**src/rtl/alu_pipe.sv**
```systemverilog
// Registered ALU with valid/ready handshake, shifts and an iterative unsigned multiply.
// Define ALU_SAT_EN to enable saturating signed add (1100) and subtract (1101).
//
// state  | meaning
// S_IDLE | ready for a new operation (subject to output register space)
// S_MUL  | shift-and-add multiply in progress, one multiplier bit per cycle
module alu_pipe #(
    parameter int WIDTH = 32,
    parameter int SHW   = $clog2(WIDTH)
) (
    input  logic             clk,
    input  logic             rst_n,
    input  logic             in_valid,
    output logic             in_ready,
    input  logic [3:0]       op,
    input  logic [WIDTH-1:0] a,
    input  logic [WIDTH-1:0] b,
    output logic             out_valid,
    input  logic             out_ready,
    output logic [WIDTH-1:0] result,
    output logic             zero,
    output logic             neg,
    output logic             ovf,
    output logic             carry,
    output logic             err
);
    localparam logic [WIDTH-1:0] MAX_POS = {1'b0, {(WIDTH-1){1'b1}}};
    localparam logic [WIDTH-1:0] MIN_NEG = {1'b1, {(WIDTH-1){1'b0}}};
    localparam logic [WIDTH:0]   ONE_X   = {{WIDTH{1'b0}}, 1'b1};
    localparam logic [SHW-1:0]   CNT_ONE = {{(SHW-1){1'b0}}, 1'b1};
    localparam logic [SHW-1:0]   CNT_TOP = {SHW{1'b1}};
    localparam logic [3:0]       OP_MUL  = 4'b1011;

    typedef enum logic {S_IDLE, S_MUL} state_t;

    state_t             state;
    logic [2*WIDTH-1:0] acc;
    logic [2*WIDTH-1:0] mcand;
    logic [2*WIDTH-1:0] acc_next;
    logic [WIDTH-1:0]   mplier;
    logic [SHW-1:0]     cnt;
    logic [SHW-1:0]     sh;
    logic [WIDTH:0]     sum_ab;
    logic [WIDTH:0]     diff_ab;
    logic [WIDTH:0]     inc_a;
    logic [WIDTH:0]     dec_a;
    logic               add_ovf;
    logic               sub_ovf;
    logic               accept;
    logic [WIDTH-1:0]   c_res;
    logic               c_ovf;
    logic               c_carry;
    logic               c_err;

    assign in_ready = (state == S_IDLE) && (!out_valid || out_ready);
    assign accept   = in_valid && in_ready;

    assign sh      = b[SHW-1:0];
    assign sum_ab  = {1'b0, a} + {1'b0, b};
    assign diff_ab = {1'b0, a} - {1'b0, b};
    assign inc_a   = {1'b0, a} + ONE_X;
    assign dec_a   = {1'b0, a} - ONE_X;
    assign add_ovf = (a[WIDTH-1] == b[WIDTH-1]) && (sum_ab[WIDTH-1] != a[WIDTH-1]);
    assign sub_ovf = (a[WIDTH-1] != b[WIDTH-1]) && (diff_ab[WIDTH-1] != a[WIDTH-1]);

    assign acc_next = acc + (mplier[0] ? mcand : '0);

    always_comb begin
        c_res   = '0;
        c_ovf   = 1'b0;
        c_carry = 1'b0;
        c_err   = 1'b0;
        case (op)
            4'b0000: c_res = ~a;
            4'b0001: c_res = a & b;
            4'b0010: c_res = a ^ b;
            4'b0011: c_res = a | b;
            4'b0100: begin
                c_res   = dec_a[WIDTH-1:0];
                c_ovf   = (a == MIN_NEG);
                c_carry = |a;
            end
            4'b0101: begin
                c_res   = sum_ab[WIDTH-1:0];
                c_ovf   = add_ovf;
                c_carry = sum_ab[WIDTH];
            end
            4'b0110: begin
                c_res   = diff_ab[WIDTH-1:0];
                c_ovf   = sub_ovf;
                c_carry = ~diff_ab[WIDTH];
            end
            4'b0111: begin
                c_res   = inc_a[WIDTH-1:0];
                c_ovf   = (a == MAX_POS);
                c_carry = inc_a[WIDTH];
            end
            4'b1000: c_res = a << sh;
            4'b1001: c_res = a >> sh;
            4'b1010: c_res = $signed(a) >>> sh;
            4'b1011: c_res = '0;
`ifdef ALU_SAT_EN
            // Clamp direction follows the sign of A: overflow only happens away from it.
            4'b1100: begin
                c_res = add_ovf ? (a[WIDTH-1] ? MIN_NEG : MAX_POS) : sum_ab[WIDTH-1:0];
                c_ovf = add_ovf;
            end
            4'b1101: begin
                c_res = sub_ovf ? (a[WIDTH-1] ? MIN_NEG : MAX_POS) : diff_ab[WIDTH-1:0];
                c_ovf = sub_ovf;
            end
`endif
            default: c_err = 1'b1;
        endcase
    end

    always_ff @(posedge clk or negedge rst_n) begin
        if (!rst_n) begin
            state     <= S_IDLE;
            acc       <= '0;
            mcand     <= '0;
            mplier    <= '0;
            cnt       <= '0;
            out_valid <= 1'b0;
            result    <= '0;
            zero      <= 1'b0;
            neg       <= 1'b0;
            ovf       <= 1'b0;
            carry     <= 1'b0;
            err       <= 1'b0;
        end else begin
            if (out_valid && out_ready) begin
                out_valid <= 1'b0;
            end
            case (state)
                S_IDLE: begin
                    if (accept) begin
                        if (op == OP_MUL) begin
                            state  <= S_MUL;
                            acc    <= '0;
                            mcand  <= {{WIDTH{1'b0}}, a};
                            mplier <= b;
                            cnt    <= CNT_TOP;
                        end else begin
                            out_valid <= 1'b1;
                            result    <= c_res;
                            zero      <= (c_res == '0);
                            neg       <= c_res[WIDTH-1];
                            ovf       <= c_ovf;
                            carry     <= c_carry;
                            err       <= c_err;
                        end
                    end
                end
                S_MUL: begin
                    acc    <= acc_next;
                    mcand  <= mcand << 1;
                    mplier <= mplier >> 1;
                    cnt    <= cnt - CNT_ONE;
                    // Final step folds the last partial product straight into the result.
                    if (cnt == '0) begin
                        state     <= S_IDLE;
                        out_valid <= 1'b1;
                        result    <= acc_next[WIDTH-1:0];
                        zero      <= (acc_next[WIDTH-1:0] == '0);
                        neg       <= acc_next[WIDTH-1];
                        ovf       <= |acc_next[2*WIDTH-1:WIDTH];
                        carry     <= 1'b0;
                        err       <= 1'b0;
                    end
                end
                default: state <= S_IDLE;
            endcase
        end
    end
endmodule

```
**config.mk**
```make
export PLATFORM = sky130hd
export DESIGN_NAME = alu_pipe
export DESIGN_NICKNAME = d
export VERILOG_FILES = /design/src/rtl/alu_pipe.sv
export SDC_FILE = /design/constraint.sdc
export NUM_CORES = 1
export LEC_CHECK = 0
export CELL_PAD_IN_SITES_DETAIL_PLACEMENT = 1
export CELL_PAD_IN_SITES_GLOBAL_PLACEMENT = 2
export CORE_MARGIN = 2
export CORE_UTILIZATION = 37
export CTS_CLUSTER_DIAMETER = 80
export DETAILED_ROUTE_END_ITERATION = 6
export PLACE_DENSITY = 0.88
export SYNTH_ARGS = -nofsm -noshare
export SYNTH_HDL_FRONTEND = slang
export SYNTH_SLANG_ARGS = --single-unit
```
**constraint.sdc**
```tcl
create_clock -name clk -period 5.8 [get_ports clk]
set_clock_uncertainty 0.15 [all_clocks]
set_input_delay 1.74 -clock clk [delete_from_list [all_inputs] [get_ports clk]]
set_output_delay 1.74 -clock clk [all_outputs]
set_load 0.02 [all_outputs]
```
==> reports/results.txt <==
STA classifies the critical path startpoint as an input port. The logs give 6160 ps for the required time of the critical path and 203 for the count of clock tree sinks. Max-cap violations in this run came to 0. The fraction of synthesis flops using an asynchronous set or reset pin works out to 100%.

The full die area is 69100 sq um, and the worst hold path stage count is 2. The ratio of total power to cell area is 275 nW/um^2, and the number of warning messages in the yosys log is 0. The cell area after layout is 32500 sq um. The path class of the tightest hold or removal check is flop to flop. For the final count of pins violating max slew, the log shows 0. The worst path in the final design needs a cycle of 5840 ps, including I/O delays and setup.

After layout, the worst path uses 101% of the clock period. The tools report the number of instances in the synthesized netlist as 3317. Sequential cells burn 26.6% of the power. The number of failing setup endpoints in the final timing report was 1. The first routing iteration left 3535 violations. For this configuration, the core starts out at a cell density of 37.5%.

The routed via count divided by cell count was 6.40; the post-detailed-route DRC marker count was 0. 0 antenna diodes ended up in the layout. The switching power is 4.09 mW, and the average cell area after synthesis is 7.48 sq um. Sequential elements use 20.5% of the synthesized area. The logs give 3 for the maximum count of clock buffers along a single path and 0.171 GHz for the highest achievable clock rate.

After clock tree synthesis, the clock-pin slew on the worst setup and hold paths is 60 ps. The top-area cell type share of the netlist area is 20.5%, and the transition time at the pin with the least slew margin is 1050 ps. Share of layout cells above drive strength 1: 23.1%. For the sum of overflow across all layers after global routing, the log shows 0.

dfrtp_1 takes more of the synthesized area than any other cell. The first global-routing pass estimated 183 mm of wire. The count of buffers added on input and output ports is 110. Data on the critical path arrives at its endpoint at 6200 ps.

Measured in cells, the most critical reg-to-reg path has a length of 17. The logs give 4.84 mW for the internal power contribution and 29.7% for the worst max-slew margin expressed relative to the limit. Relative area change from synthesis to final layout: 30.9%. The final layout contains 4083 nets. The first detailed-routing pass took 7 iterations.

The number of nets handed over by synthesis was 3564. H-tree level count: 1. The core area is 66100 sq um. STA classifies the critical path endpoint as a flop.

In this run, synthesis produced a sequential element count of 203. The floorplan has 94 rows. The slack of the critical path was -37.5 ps.

Measured along the x axis, the die boundary spans 263 microns. TritonCTS created 28 clock buffers. For this run, the total global-route usage over all layers was measured as 33.4%. The run gives 93 as the pin count of the biggest net entering global routing.

The destination of the worst register-to-register timing path is ovf. The hold path startpoint was mplier[8]. Clock tree root buffer cell: clkbuf_16. The final weighted congestion of routability-driven global placement was 1.19. The dominant cell by count in the synthesized netlist was nand2_1. Sorting the synthesized cells by area gives the leading types as dfrtp_1, ha_1, nand2_1, o21ai_0, mux2i_1. The commonest cells after synthesis are nand2_1, o21ai_0, nor2_1.

Once placement completed, the tool counted placed cells totaling 4652. On the final layout, the worst hold slack is 339 ps. The via count of the first global-routing pass was 30900; the clock insertion delay at the later pin of the skew report was 600 ps.

Excluding fillers, the count of instances in the completed layout stands at 4722. The critical path is of the input port to flop type. Combinational logic is responsible for 53.2% of the overall power. The beginning of the worst register-to-register path was mplier[0]. The path with the worst hold slack has its endpoint at mplier[7]. Once detail routing completed, the nets flagged for antenna violations numbered 0. The final hold violation count came out at 0. In this run the vertical extent of the chip is 263 microns. Total via count after detailed routing: 30200. The half-perimeter wire length after placement is 94.1 mm, and the hold buffer count at CTS is 0. Of the total power, the share spent switching nets is 45.8%. Along the worst path, the maximum fanout reaches 12. Wires add up to 122 mm.

The number of top-level design ports was 111. In this run the static leakage power is 14.8 nW. The checks that failed: negative setup slack. The most used flip-flop cell after synthesis is dfrtp_1.

The flow ran to the end, but the final reports show violations. The post-synthesis instance area came out at 24800 sq um. The tools report the part of the power in the clock network as 20.2%. Counting distinct cell types in the post-synthesis netlist gives 88. The maximum ir drop on the vdd rail is 251 uV, and the number of flops mapped to enable cells by yosys is 0. The run gives 30900 sq um as the total placed instance area. TritonCTS built the clock tree. The number of antenna violations at the first check in global routing was 4. Across all register-to-register paths, the minimum setup slack is 360 ps.

Setup repair after global routing could not meet its margin everywhere. The average wire per standard cell is 25.8 microns.
[stage by stage]
step                      setup slack (ps)  TNS [ps]  util [%]  power (mW)
after CTS                             2.23         0      48.3        8.79
final                                -37.5     -37.5      49.1        8.94
after global routing                 -86.5      -113      49.1        9.43
after global placement                -976     -3620      46.7        6.70
after floorplan                      -3.27     -3.27         -        4.94
after detailed placement              -948     -4760      46.7        6.91
[what timing repair did]
item                                    CTS  global route
endpoints found under the hold margin     0             0
pin swaps                                 2            34
buffers inserted                          1            17
endpoints found under the setup margin    3             3
resized for setup                        18           104
[registers in the layout (all words and copies together), names as in the netlist]
signal,flops
cnt,5
out_valid,1
carry,1
result,32
mcand,64
state,1
ovf,1
zero,1
err,1
mplier,32
acc,64
[routing by layer]
metal / routed length (microns) / global-route usage (%) / share of wire (%) / vias to the layer above
met4: 8450 / 18.9 / 6.9 / 6
met3: 11900 / 7.33 / 9.7 / 560
li1: - / - / - / 13200
met1: 46700 / 41.2 / 38 / 14800
met2: 54900 / 54.0 / 45 / 1697
met5: 34 / 0 / 0.028 / -
[critical path: stages]
cell and delay [ps]:
clkdlybuf4s50_1 620, buf_4 300, nor4bb_1 110, buf_4 180
nand2_1 130, o311ai_0 260, a21oi_2 470, o211ai_1 220
or4_4 570, nor4_4 270, buf_4 180, and4b_1 250
nand4_1 130, or4b_4 540, o31ai_2 210
[placed cells by master, fill, tap and decap left out, drive strengths merged, types with 79 or more instances in the layout]
cell	netlist	routed
nand2	500	500
mux2i	142	142
o21ai	332	332
inv	110	113
and2	79	79
nor2	257	257
buf	63	656
ha	172	172
dfrtp	203	203
clkdlybuf4s50	0	87
a21oi	240	240
[kinds of logic (layout without fill, tap and decap cells)]
kind of cell             after synthesis  after routing  share of synthesized area, %
AND/OR/NAND/NOR                     1199           1199                          22.8
AO/OA/AOI/OAI                       1035           1035                          26.5
buffers and inverters                387            928                          6.15
multiplexers                         214            214                          11.6
flip-flops                           203            203                          20.5
adder cells (fa/ha/maj)              175            175                          8.92
XOR/XNOR                             104            104                          3.67
[power groups by stage]
stage / logic (mW) / registers [mW] / clock network [mW]
6_report: 4.75 / 2.38 / 1.81
2_1_floorplan: 2.59 / 2.35 / 0
3_5_place_dp: 4.52 / 2.39 / 0
5_1_grt: 5.09 / 2.45 / 1.88
4_1_cts: 4.57 / 2.38 / 1.84
3_3_place_gp: 4.34 / 2.36 / 0
[layout make-up]
class,instances,area [sq um]
tap,864,1080
multi-input combinational,2727,18600
inverter,117,440
sequential,203,5080
clock inverter,16,201
timing repair buffer,759,6280
clock buffer,36,751
fill,8120,33600
[how the worst max path moves through the flow]
stage	start	to	slack [ps]	cells past startpoint
2_1_floorplan	b[1]	zero	-3	17
3_3_place_gp	a[0]	zero	-980	15
3_5_place_dp	a[4]	zero	-950	13
4_1_cts	a[9]	ovf	2	17
5_1_grt	b[8]	zero	-90	17
6_report	op[2]	zero	-40	15
Note: power is estimated with default switching activity, not from simulation.
